$ cat src/rtl/video_timing_detect.sv
// Receive-side video timing detector: normalises sync polarity, measures H/V timing,
// locks once consecutive frames agree, and forwards the pixel stream with coordinates.
module video_timing_detect #(
  parameter bit HS_POLORY   = 1'b1,
  parameter bit VS_POLORY   = 1'b1,
  parameter int CNT_W       = 16,
  parameter int LOCK_FRAMES = 2
) (
  input  logic             clk,
  input  logic             rst_n,
  input  logic             i_hs,
  input  logic             i_vs,
  input  logic             i_de,
  input  logic [7:0]       i_r,
  input  logic [7:0]       i_g,
  input  logic [7:0]       i_b,
  output logic             o_hs,
  output logic             o_vs,
  output logic             o_de,
  output logic [7:0]       o_r,
  output logic [7:0]       o_g,
  output logic [7:0]       o_b,
  output logic [CNT_W-1:0] o_x,
  output logic [CNT_W-1:0] o_y,
  output logic             o_sof,
  output logic             o_eol,
  output logic [CNT_W-1:0] o_h_total,
  output logic [CNT_W-1:0] o_h_active,
  output logic [CNT_W-1:0] o_v_total,
  output logic [CNT_W-1:0] o_v_active,
  output logic             o_locked,
  output logic             o_err
);

  localparam int MW = (LOCK_FRAMES < 1) ? 1 : $clog2(LOCK_FRAMES + 1);
  localparam logic [CNT_W-1:0] CNT_MAX = '1;

  typedef enum logic [1:0] {ST_SEEK, ST_ACQ, ST_LOCKED} state_t;

  state_t           state_q, state_d;
  logic [MW-1:0]    match_q, match_d;
  logic             ref_valid_q, ref_valid_d;
  logic [4*CNT_W-1:0] ref_q, ref_d, tuple;
  logic [4*CNT_W-1:0] pub_q, pub_d;
  logic             locked_q, locked_d, err_q, err_d;

  logic       s_hs_q, s_hs_d, s_vs_q, s_vs_d, s_de_q, s_de_d;
  logic [7:0] s_r_q, s_r_d, s_g_q, s_g_d, s_b_q, s_b_d;
  logic       hs_dly_q, hs_dly_d, vs_dly_q, vs_dly_d, de_dly_q, de_dly_d;
  logic       hs_rise, vs_rise, de_fall;

  logic [CNT_W-1:0] h_cnt_q, h_cnt_d, h_cnt_inc, de_len_q, de_len_d;
  logic [CNT_W-1:0] v_line_q, v_line_d, act_lines_q, act_lines_d;
  logic [CNT_W-1:0] meas_h_total_q, meas_h_total_d, meas_h_active_q, meas_h_active_d;
  logic [CNT_W-1:0] x_cnt_q, x_cnt_d, y_cnt_q, y_cnt_d;

  logic       o_hs_q, o_hs_d, o_vs_q, o_vs_d, o_de_q, o_de_d;
  logic [7:0] o_r_q, o_r_d, o_g_q, o_g_d, o_b_q, o_b_d;
  logic [CNT_W-1:0] o_x_q, o_x_d, o_y_q, o_y_d;
  logic       o_sof_q, o_sof_d, o_eol_q, o_eol_d;

  assign hs_rise = s_hs_q & ~hs_dly_q;
  assign vs_rise = s_vs_q & ~vs_dly_q;
  assign de_fall = ~s_de_q & de_dly_q;
  assign h_cnt_inc = (h_cnt_q == CNT_MAX) ? h_cnt_q : h_cnt_q + 1'b1;
  assign tuple = {meas_h_total_q, meas_h_active_q, v_line_q, act_lines_q};

  always_comb begin
    s_hs_d   = HS_POLORY ? i_hs : ~i_hs;
    s_vs_d   = VS_POLORY ? i_vs : ~i_vs;
    s_de_d   = i_de;
    s_r_d    = i_r;
    s_g_d    = i_g;
    s_b_d    = i_b;
    hs_dly_d = s_hs_q;
    vs_dly_d = s_vs_q;
    de_dly_d = s_de_q;

    h_cnt_d         = h_cnt_inc;
    meas_h_total_d  = meas_h_total_q;
    de_len_d        = de_len_q;
    meas_h_active_d = meas_h_active_q;
    v_line_d        = v_line_q;
    act_lines_d     = act_lines_q;
    x_cnt_d         = x_cnt_q;
    y_cnt_d         = y_cnt_q;

    if (hs_rise) begin
      meas_h_total_d = h_cnt_inc;
      h_cnt_d        = '0;
      if (v_line_q != CNT_MAX) v_line_d = v_line_q + 1'b1;
    end
    if (s_de_q && de_len_q != CNT_MAX) de_len_d = de_len_q + 1'b1;
    if (s_de_q) x_cnt_d = x_cnt_q + 1'b1;
    if (de_fall) begin
      meas_h_active_d = de_len_q;
      de_len_d        = '0;
      x_cnt_d         = '0;
      y_cnt_d         = y_cnt_q + 1'b1;
      if (act_lines_q != CNT_MAX) act_lines_d = act_lines_q + 1'b1;
    end
    // a sync edge coincident with vs belongs to the new frame
    if (vs_rise) begin
      v_line_d    = CNT_W'(hs_rise);
      act_lines_d = '0;
      y_cnt_d     = '0;
    end

    o_hs_d  = s_hs_q;
    o_vs_d  = s_vs_q;
    o_de_d  = s_de_q;
    o_r_d   = s_r_q;
    o_g_d   = s_g_q;
    o_b_d   = s_b_q;
    o_x_d   = s_de_q ? x_cnt_q : '0;
    o_y_d   = s_de_q ? y_cnt_q : '0;
    o_sof_d = s_de_q && (x_cnt_q == '0) && (y_cnt_q == '0);
    o_eol_d = locked_q && s_de_q && (x_cnt_q == pub_q[3*CNT_W-1:2*CNT_W] - 1'b1);
  end

  always_comb begin
    state_d     = state_q;
    match_d     = match_q;
    ref_valid_d = ref_valid_q;
    ref_d       = ref_q;
    pub_d       = pub_q;
    locked_d    = locked_q;
    err_d       = 1'b0;
    if (vs_rise) begin
      case (state_q)
        ST_SEEK: begin
          state_d     = ST_ACQ;
          match_d     = '0;
          ref_valid_d = 1'b0;
        end
        ST_ACQ: begin
          ref_d       = tuple;
          ref_valid_d = 1'b1;
          if (ref_valid_q && tuple == ref_q && act_lines_q != '0) begin
            match_d = match_q + 1'b1;
            if (match_d == MW'(LOCK_FRAMES)) begin
              state_d  = ST_LOCKED;
              pub_d    = tuple;
              locked_d = 1'b1;
            end
          end else begin
            match_d = '0;
          end
        end
        ST_LOCKED: begin
          if (tuple != ref_q || act_lines_q == '0) begin
            err_d       = 1'b1;
            locked_d    = 1'b0;
            state_d     = ST_ACQ;
            ref_d       = tuple;
            ref_valid_d = 1'b1;
            match_d     = '0;
          end
        end
        default: state_d = ST_SEEK;
      endcase
    end
  end

  always_ff @(posedge clk or negedge rst_n) begin
    if (!rst_n) begin
      state_q <= ST_SEEK;   match_q <= '0;  ref_valid_q <= 1'b0;
      ref_q <= '0;          pub_q <= '0;    locked_q <= 1'b0;  err_q <= 1'b0;
      s_hs_q <= 1'b0;       s_vs_q <= 1'b0; s_de_q <= 1'b0;
      s_r_q <= '0;          s_g_q <= '0;    s_b_q <= '0;
      hs_dly_q <= 1'b0;     vs_dly_q <= 1'b0; de_dly_q <= 1'b0;
      h_cnt_q <= '0;        de_len_q <= '0; v_line_q <= '0;  act_lines_q <= '0;
      meas_h_total_q <= '0; meas_h_active_q <= '0;
      x_cnt_q <= '0;        y_cnt_q <= '0;
      o_hs_q <= 1'b0;       o_vs_q <= 1'b0; o_de_q <= 1'b0;
      o_r_q <= '0;          o_g_q <= '0;    o_b_q <= '0;
      o_x_q <= '0;          o_y_q <= '0;    o_sof_q <= 1'b0; o_eol_q <= 1'b0;
    end else begin
      state_q <= state_d;   match_q <= match_d; ref_valid_q <= ref_valid_d;
      ref_q <= ref_d;       pub_q <= pub_d; locked_q <= locked_d; err_q <= err_d;
      s_hs_q <= s_hs_d;     s_vs_q <= s_vs_d; s_de_q <= s_de_d;
      s_r_q <= s_r_d;       s_g_q <= s_g_d; s_b_q <= s_b_d;
      hs_dly_q <= hs_dly_d; vs_dly_q <= vs_dly_d; de_dly_q <= de_dly_d;
      h_cnt_q <= h_cnt_d;   de_len_q <= de_len_d; v_line_q <= v_line_d; act_lines_q <= act_lines_d;
      meas_h_total_q <= meas_h_total_d; meas_h_active_q <= meas_h_active_d;
      x_cnt_q <= x_cnt_d;   y_cnt_q <= y_cnt_d;
      o_hs_q <= o_hs_d;     o_vs_q <= o_vs_d; o_de_q <= o_de_d;
      o_r_q <= o_r_d;       o_g_q <= o_g_d; o_b_q <= o_b_d;
      o_x_q <= o_x_d;       o_y_q <= o_y_d; o_sof_q <= o_sof_d; o_eol_q <= o_eol_d;
    end
  end

  assign o_hs       = o_hs_q;
  assign o_vs       = o_vs_q;
  assign o_de       = o_de_q;
  assign o_r        = o_r_q;
  assign o_g        = o_g_q;
  assign o_b        = o_b_q;
  assign o_x        = o_x_q;
  assign o_y        = o_y_q;
  assign o_sof      = o_sof_q;
  assign o_eol      = o_eol_q;
  assign o_h_total  = pub_q[4*CNT_W-1:3*CNT_W];
  assign o_h_active = pub_q[3*CNT_W-1:2*CNT_W];
  assign o_v_total  = pub_q[2*CNT_W-1:CNT_W];
  assign o_v_active = pub_q[CNT_W-1:0];
  assign o_locked   = locked_q;
  assign o_err      = err_q;

endmodule

$ cat config.mk
export PLATFORM = sky130hd
export DESIGN_NAME = video_timing_detect
export DESIGN_NICKNAME = d
export VERILOG_FILES = /design/src/rtl/video_timing_detect.sv
export SDC_FILE = /design/constraint.sdc
export NUM_CORES = 1
export LEC_CHECK = 0
export CORE_MARGIN = 8
export CORE_UTILIZATION = 51
export DETAILED_ROUTE_END_ITERATION = 6
export PLACE_DENSITY = 0.75
export SLEW_MARGIN = 0
export SYNTH_ARGS = -nofsm -noshare
export SYNTH_HDL_FRONTEND = slang
export SYNTH_SLANG_ARGS = --single-unit
$ cat constraint.sdc
create_clock -name clk -period 2.1 [get_ports clk]
set_input_delay 0.42 -clock clk [delete_from_list [all_inputs] [get_ports clk]]
set_output_delay 0.42 -clock clk [all_outputs]
set_load 0.02 [all_outputs]
# --- After elaboration in Yosys (flattened, before gate mapping) ---
# Index checks and enable logic that the tools add are counted.
classes:
  addsub: 8
  eq_ne: 13
  muxes: 34
  n_bitwise: 6
  reduce_logical: 28
ops:
  columns: ["op", "count"]
  rows:
  - ["16-bit two-way mux", 16]
  - ["64-bit one-hot mux with 2 select lines", 1]
  - ["16-bit by 1-bit adder with 16-bit output, second input constant", 6]
  - ["64-bit equality test", 1]
  - ["64-bit two-way mux", 1]
  - ["64-bit != test", 1]
  - ["16-bit logical NOT", 3]
  - ["16-bit != test, second input constant", 3]
  - ["16-bit equality test", 1]
  - ["16-bit equality test, second input constant", 1]
  - ["16-bit nonzero test", 1]
  - ["16-bit by 1-bit subtractor with 16-bit output, second input constant", 1]
  - ["2-bit nonzero test", 7]
  - ["2-bit one-hot mux with 3 select lines", 2]
  - ["2-bit two-way mux", 5]
  - ["4-bit AND reduction", 2]
  - ["1-bit logical AND", 7]
  - ["1-bit two-way mux", 7]
  - ["2-bit != test, second input constant", 3]
  - ["3-bit AND reduction", 2]
  - ["5-bit AND reduction", 1]
  - ["2-bit equality test, second input constant", 2]
  - ["2-bit AND reduction", 2]
  - ["1-bit bitwise AND", 3]
  - ["8 further kinds", 10]
totals:
  regBits: 351
  in_bits: 29
  output_inout_bits: 127

# --- Depth between registers and ports, before layout ---
# Gate-level depths: netlist of run 1.
depth:
  ltp_word: 5
  mapped_depth: 10
  ltp_nobuf: 9

# --- Worst setup path after synthesis of run 1 ---
# Ideal clock, no wire load.
synth_path:
  path_type: "flip-flop to flip-flop"
  startpoint: "reg pub_q[32]"
  endpoint: "reg o_eol_q (netlist: o_eol)"
  setup_time_ns: 0.086
  arrival_ns: 2.295
  setup_slack_ns: -0.281
  stages_incl_launch_ff: 10
  path_buffers: 0
  cell_sequence: "dfrtp_1 > inv_1 > ha_1 > or3b_2 > nor4_2 > mux2i_1 > nand2_1 > o211ai_1 > a221o_1 > nor3_1"
synth_between:
  elab_chain_len: 3
synth_lines:
  columns: ["element", "line", "text"]
  rows:
  - ["from (decl)", "44", "logic [4*CNT_W-1:0] pub_q, pub_d;"]
  - ["from (signal assigned)", "180", "ref_q <= ref_d; pub_q <= pub_d; locked_q <= locked_d; err_q <= err_d;"]
  - ["16-bit by 1-bit subtractor with 16-bit output", "118", "o_eol_d = locked_q && s_de_q && (x_cnt_q == pub_q[3*CNT_W-1:2*CNT_W] - 1'b1);"]
  - ["16-bit equality test", "118", null]
  - ["1-bit logical AND", "118", null]
  - ["named net o_eol_d", "60", "logic o_sof_q, o_sof_d, o_eol_q, o_eol_d;"]
  - ["to (signal assigned)", "177", "o_x_q <= '0; o_y_q <= '0; o_sof_q <= 1'b0; o_eol_q <= 1'b0;"]
  - ["to (signal assigned)", "189", "o_x_q <= o_x_d; o_y_q <= o_y_d; o_sof_q <= o_sof_d; o_eol_q <= o_eol_d;"]
  - ["to (decl)", "60", null]
# The timed path passes the listed nets, and every way through them passes these cells.
# A chain may end at the register's enable or synchronous reset.

# --- Final worst setup path of run 1 ---
layout_path:
  startpoint: "reg act_lines_q[1]"
  endpoint: "reg pub_q[20]"
layout_between:
  elab_chain_len: 4
  elab_cells_between_ends: 5
  cone_classes: "1 x eq/ne; 4 x reduce/logical"
layout_lines:
  columns: ["element", "line", "text"]
  rows:
  - ["from (decl)", "53", "logic [CNT_W-1:0] v_line_q, v_line_d, act_lines_q, act_lines_d;"]
  - ["from (signal assigned)", "184", "h_cnt_q <= h_cnt_d; de_len_q <= de_len_d; v_line_q <= v_line_d; act_lines_q <= act_lines_d;"]
  - ["64-bit equality test", "139", "if (ref_valid_q && tuple == ref_q && act_lines_q != '0) begin"]
  - ["1-bit logical AND", "139", null]
  - ["1-bit logical AND *", "139", null]
  - ["4-bit AND reduction (no line) *", null, null]
# Every way passes the cells marked *; elsewhere a longest branch is shown, timed or not.

==> results of run 1 <==
==> sequential cells by signal, indices dropped and copies added, names as in the netlist, 16 cells and up <==
register         cells
de_len_q            16
y_cnt_q             16
ref_q               64
act_lines_q         16
o_y                 16
pub_q               64
o_x                 16
v_line_q            16
meas_h_total_q      16
h_cnt_q             16
meas_h_active_q     16
x_cnt_q             16
==> what timing repair did <==
item / 4_1_cts / 5_1_grt
gates resized for setup: 38 / 46
hold endpoints to repair: 30 / 0
hold buffers: 1 / 0
buffers inserted: 5 / 10
endpoints found under the setup margin: 174 / 179
cloned: 1 / 6
pin swaps: 10 / 12
==> synth_stat cells, types with 14 or more instances <==
master / instances
nor3_1: 18
dfrtp_1: 351
mux2_2: 118
nand3_1: 45
nor4_1: 25
nor2_1: 89
nand4_1: 32
xor2_1: 93
o21ai_0: 57
nand2_1: 146
inv_1: 21
xnor2_1: 40
ha_1: 15
mux2i_1: 15
clkbuf_1: 40
and2_1: 34
and3_1: 14
==> kinds of logic after synthesis <==
family	synth area share
compound gates	0.0382
xor+xnor	0.0781
fa+ha+maj	0.0126
buf+inv	0.0263
flops	0.589
mux	0.110
simple gates	0.146
==> worst min path at each step <==
| stage | start | to | slack [ns] | cells after the start |
|---|---|---|---|---|
| floorplan | rst_n | act_lines_q[0]$_DFFE_PN0P_ | 0.12 | 0 |
| global placement | o_r_d[4]$_DFF_PN0_ | o_r[4]$_DFF_PN0_ | 0.33 | 0 |
| detailed placement | o_r_d[0]$_DFF_PN0_ | o_r[0]$_DFF_PN0_ | 0.33 | 0 |
| CTS | i_hs | hs_dly_d$_DFF_PN0_ | 0.33 | 1 |
| global route | i_b[6] | o_b_d[6]$_DFF_PN0_ | 0.33 | 1 |
| finish | i_b[6] | o_b_d[6]$_DFF_PN0_ | 0.34 | 1 |
==> where the power goes <==
| group | switching, uW | leakage (uW) | internal [uW] |
|---|---|---|---|
| sequential | 251 | 0.00472 | 7100 |
| clock | 2640 | 0.000664 | 4540 |
| combinational | 1150 | 0.00430 | 1070 |
| total | 4040 | 0.00969 | 12700 |
==> metal layers <==
metal	part of all wire	routed length, um	GRT usage	vias to the layer above
li1	-	-	-	4940
met1	0.41	15100	0.245	5401
met2	0.50	18300	0.351	322
met3	0.053	1940	0.0408	82
met4	0.034	1230	0.0739	0
met5	0	0	0	-
==> cell type report <==
cell class | instances | area share
clock buffer | 51 | 0.0552
clock inverter | 15 | 0.0128
inverter | 21 | 0.00395
multi-input combinational | 838 | 0.306
sequential | 351 | 0.440
tap | 384 | 0.0240
timing repair buffer | 332 | 0.158
==> stage by stage <==
stage          hold WS, ns  instance area [um^2]   util
2_1_floorplan        0.124                 15000      -
3_3_place_gp         0.332                 18000  0.626
3_5_place_dp         0.335                 18000  0.626
4_1_cts              0.325                 19600  0.680
5_1_grt              0.326                 20000  0.694
6_report             0.342                 20000  0.694
==> impl_metrics.yaml, run 1 <==
status:
  status: "complete, but fails checks"
  violations: "setup timing"
floorplan:
  die_area_mm2: 0.0350
  dieWidth_um: 187
  io_pins: 156
  initial_core_util: 0.518
  rows: 62
  die_h_um: 187
  fp.coreArea_mm2: 0.0288
synth:
  synth_top_area_share: 0.589
  synth_cells: 1273
  syn_nets: 1317
  avgSynthCellArea_um2: 11.7
  ys_seq_elements: 351
  netlist_top_cells_area: "dfrtp_1, mux2_2, xor2_1"
  synthFlopType: "dfrtp_1"
  ys_async_sr_fraction: 1.00
  syn-cell-area_mm2: 0.0149
  synth_seq_area_share: 0.589
  ys.warnings.count: 0
  yosys.cell_types.count: 59
  yosysTopAreaCell: "dfrtp_1"
  synth-edff-count: 0
global_route:
  grt_max_degree: 58
  antenna_found_initial: 0
  grt_pass1_vias: 11300
  grt_pass1_wl_mm: 58.5
  grt_use_total: 0.202
  grt-ovfl-total: 0
drt:
  drc_errors: 0
  ant_nets: 0
  firstDrtPassIters: 5
  vias: 10700
  drt-vias-per-instance: 5.39
  wl_per_cell_um: 18.3
  wl_mm: 36.5
  drtIter0Drc: 708
placement:
  placedCellCount: 1906
  io_buffers: 155
  place.gp.congestion: 0.870
  dp_hpwl_mm: 24.7
  post-place-ws_ns: -0.432
worst_setup_path:
  worst-setup-path-type: "flip-flop to flip-flop"
  r2r_slack_ns: -0.63
  slowest_delay_ns: 0.47
  crit_buf_inv: 1
  r2r_start: "act_lines_q[1]$_DFFE_PN0P_"
  crit_chain: "xor2_1 > nor4_1 > nand4_1 > or3_4 > nor3_4 > nand2_4 > buf_12 > mux2_2"
  cp.required_ns: 2.50
  cp-end-kind: "flip-flop"
  worstRegToRegCells: 8
  endpoint: "pub_q[20]$_DFFE_PN0P_"
  crit_path_top_delay_cell: "nor4_1"
  critPathMaxFanout: 32
  startpoint: "act_lines_q[1]$_DFFE_PN0P_"
  crit_family: "simple AND/OR/NAND/NOR gates"
  arrival_ns: 3.13
  start_kind: "flip-flop"
  worstReg2RegEnd: "pub_q[20]$_DFFE_PN0P_"
  cp.depth: 8
timing:
  worst_slew_margin_rel: 0.643
  hold_viol_final: 0
  fmax_ghz: 0.366
  setup_violations: 140
  period_share: 1.30
  rsz0062_at_grt: "true"
  worst_slew_pin_slew_ns: 0.531
  slew_violations: 0
  period_minus_slack_ns: 2.73
  skew_ns: 0.00878
  setup_slack_ns: -0.631
  setup_tns_ns: -73.01
final_layout:
  drive_gt1_frac: 0.268
  num-nets-final: 1626
  mostFrequentLayoutCells: "dfrtp_1, clkdlybuf4s50_1, buf_4"
  regArea_mm2: 0.00879
  multi_input_area_mm2: 0.00611
  syn_to_final_growth_pct: 33.9
  n_antenna_cell: 0
  stdcell_count: 1992
  final_common_cell: "dfrtp_1"
  fillers: 2021
pwr:
  leakage_uw: 0.00969
  powerDensity_mw_per_mm2: 838
  vdd_drop_max_uv: 598
  power_uw: 16700
clock_tree:
  cts.sinks: 351
  clockRootBuffer: "clkbuf_16"
  clk_latency_ns: 0.52
  ctsLongestPathBuffers: 3
  cts_tree: "done"
  clk_pin_slew_worst_paths_ns: 0.06
  htree_levels: 2
  numCtsBuffers: 38
run:
  cap_violations: 0
worst_hold_path:
  worstHoldPathType: "input port to flip-flop"
(Power assumes the default switching activity.)
==> run 2: changes to the inputs <==
--- a/config.mk
+++ b/config.mk
@@ -8,7 +8,7 @@
 export CORE_MARGIN = 8
 export CORE_UTILIZATION = 51
 export DETAILED_ROUTE_END_ITERATION = 6
-export PLACE_DENSITY = 0.75
+export PLACE_DENSITY_LB_ADDON = 0.25
 export SLEW_MARGIN = 0
 export SYNTH_ARGS = -nofsm -noshare
 export SYNTH_HDL_FRONTEND = slang
==> run 2 against run 1 <==
The flow still finishes with violations (setup timing). Core utilization up 0.10 points. Clock-buffer cell count is the same. Clock skew is 0.012 ns higher. Total power decreased by 2.0%. Setup slack better by 0.18 ns. Flip-flop and latch count stayed put. Critical path depth is 2 higher. Critical path type unchanged. Highest routed layer unchanged.
==> impl_metrics.yaml, run 2 (synthesis results as in run 1) <==
drt:
  drtIter0Drc: 670
  drc_errors: 0
  firstDrtPassIters: 5
  vias: 10500
  wl_per_cell_um: 17.5
  drt-vias-per-instance: 5.25
  wl_mm: 35.0
  ant_nets: 0
worst_setup_path:
  r2r_slack_ns: -0.45
  crit_path_top_delay_cell: "dfrtp_1"
  start_kind: "flip-flop"
  worst-setup-path-type: "flip-flop to flip-flop"
  crit_chain: "xor2_2 > nor4_4 > buf_4 > nand4_1 > or3_4 > nor2_4 > a21oi_4 > buf_12 > clkbuf_16 > mux2_4"
  slowest_delay_ns: 0.41
  worstReg2RegEnd: "ref_q[46]$_DFFE_PN0P_"
  r2r_start: "ref_q[46]$_DFFE_PN0P_"
  worstRegToRegCells: 10
  arrival_ns: 2.96
  cp.required_ns: 2.51
  critPathMaxFanout: 6
  startpoint: "ref_q[46]$_DFFE_PN0P_"
  endpoint: "ref_q[46]$_DFFE_PN0P_"
  cp-end-kind: "flip-flop"
timing:
  worst_slew_pin_slew_ns: 0.563
  worst_slew_margin_rel: 0.625
  setup_violations: 137
  skew_ns: 0.0206
  rsz0062_at_grt: "true"
  setup_tns_ns: -49.14
  slew_violations: 0
  hold_viol_final: 0
  period_share: 1.22
  setup_slack_ns: -0.452
  period_minus_slack_ns: 2.55
  fmax_ghz: 0.392
status:
  violations: "setup timing"
  status: "complete, but fails checks"
run:
  cap_violations: 0
final_layout:
  stdcell_count: 2001
  n_antenna_cell: 0
  syn_to_final_growth_pct: 34.1
  num-nets-final: 1632
  reg_top3: "pub_q x64, ref_q x64"
  drive_gt1_frac: 0.274
  mostFrequentLayoutCells: "dfrtp_1, buf_4, clkdlybuf4s50_1"
  final_common_cell: "dfrtp_1"
placement:
  place.gp.congestion: 0.855
  post-place-ws_ns: -0.395
  io_buffers: 155
  placedCellCount: 1908
  dp_hpwl_mm: 24.3
global_route:
  grt_pass1_wl_mm: 56.9
  grt_use_total: 0.197
  antenna_found_initial: 0
  grt_max_degree: 69
  grt-ovfl-total: 0
  grt_pass1_vias: 11100
floorplan:
  initial_core_util: 0.518
  die_area_mm2: 0.0350
  io_pins: 156
  die_h_um: 187
  dieWidth_um: 187
  rows: 62
  fp.coreArea_mm2: 0.0288
clock_tree:
  clk_latency_ns: 0.53
  ctsLongestPathBuffers: 3
  htree_levels: 2
  cts.sinks: 351
  cts_tree: "done"
  clk_pin_slew_worst_paths_ns: 0.06
  numCtsBuffers: 38
  clockRootBuffer: "clkbuf_16"
pwr:
  leakage_uw: 0.00970
  powerDensity_mw_per_mm2: 820
  power_uw: 16400
  vdd_drop_max_uv: 668
worst_hold_path:
  worstHoldPathType: "input port to flip-flop"
  hold_depth: 1
[run 2: cell count changes in the layout (fill, tap and decap cells not counted), sizes merged]
cell,before,now
buf,173,181
bufinv,7,4
clkbuf,55,53
clkdlybuf4s50,147,148
clkinv,6,8
dlygate4sd2,2,3
dlymetal6s2s,5,3
inv,21,25
[run 2: report_power, final]
group	internal [uW]	total (uW)	switching, uW
sequential	7100	7340	243
combinational	1080	2190	1100
clock	4170	6880	2710
[run 2: how the worst min path moves through the flow]
stage,from,endpoint,slack (ns)
after floorplan,rst_n,act_lines_q[0]$_DFFE_PN0P_,0.12
after global placement,o_r_d[0]$_DFF_PN0_,o_r[0]$_DFF_PN0_,0.33
after detailed placement,o_g_d[0]$_DFF_PN0_,o_g[0]$_DFF_PN0_,0.33
after CTS,i_r[4],o_r_d[4]$_DFF_PN0_,0.31
after global routing,i_r[6],o_r_d[6]$_DFF_PN0_,0.31
final,i_g[4],o_g_d[4]$_DFF_PN0_,0.33
[run 2: stage by stage]
step / cell area (um^2) / hold slack, ns / utilization
3_3_place_gp: 18100 / 0.331 / 0.628
4_1_cts: 19700 / 0.306 / 0.683
5_1_grt: 20000 / 0.305 / 0.695
2_1_floorplan: 15000 / 0.124 / -
3_5_place_dp: 18100 / 0.335 / 0.628
6_report: 20000 / 0.327 / 0.695
[run 2: cell type report]
class,instances,area (um^2)
flip-flops and latches,351,8790
multi-input cells,838,6170
fillers,2057,8770
inverters,21,78.8
well taps,384,480
clock buffers,51,1090
clock inverters,18,225
repair buffers,338,3180
[run 2: layer usage]
layer / share of wire / track usage / up-vias
met5: 0 / 0 / -
met4: 0.036 / 0.0794 / 0
met3: 0.046 / 0.0390 / 72
met2: 0.50 / 0.339 / 266
met1: 0.42 / 0.241 / 5192
li1: - / - / 4976
[run 2: timing repair]
item / 4_1_cts / 5_1_grt
hold buffers: 1 / 0
endpoints found under the hold margin: 38 / 0
gates cloned: 2 / 3
setup endpoints to repair: 170 / 169
pin swaps: 12 / 12
gates resized for setup: 54 / 42
setup buffers: 10 / 12
[run 2: worst max-delay path, delay by kind of cell (launching register included)]
kind	cells	cell delay, ns
AND/OR/NAND/NOR	4	0.93
buffers and inverters	3	0.47
flip-flops	1	0.41
multiplexers	1	0.29
XOR/XNOR	1	0.21
AO/OA/AOI/OAI	1	0.12
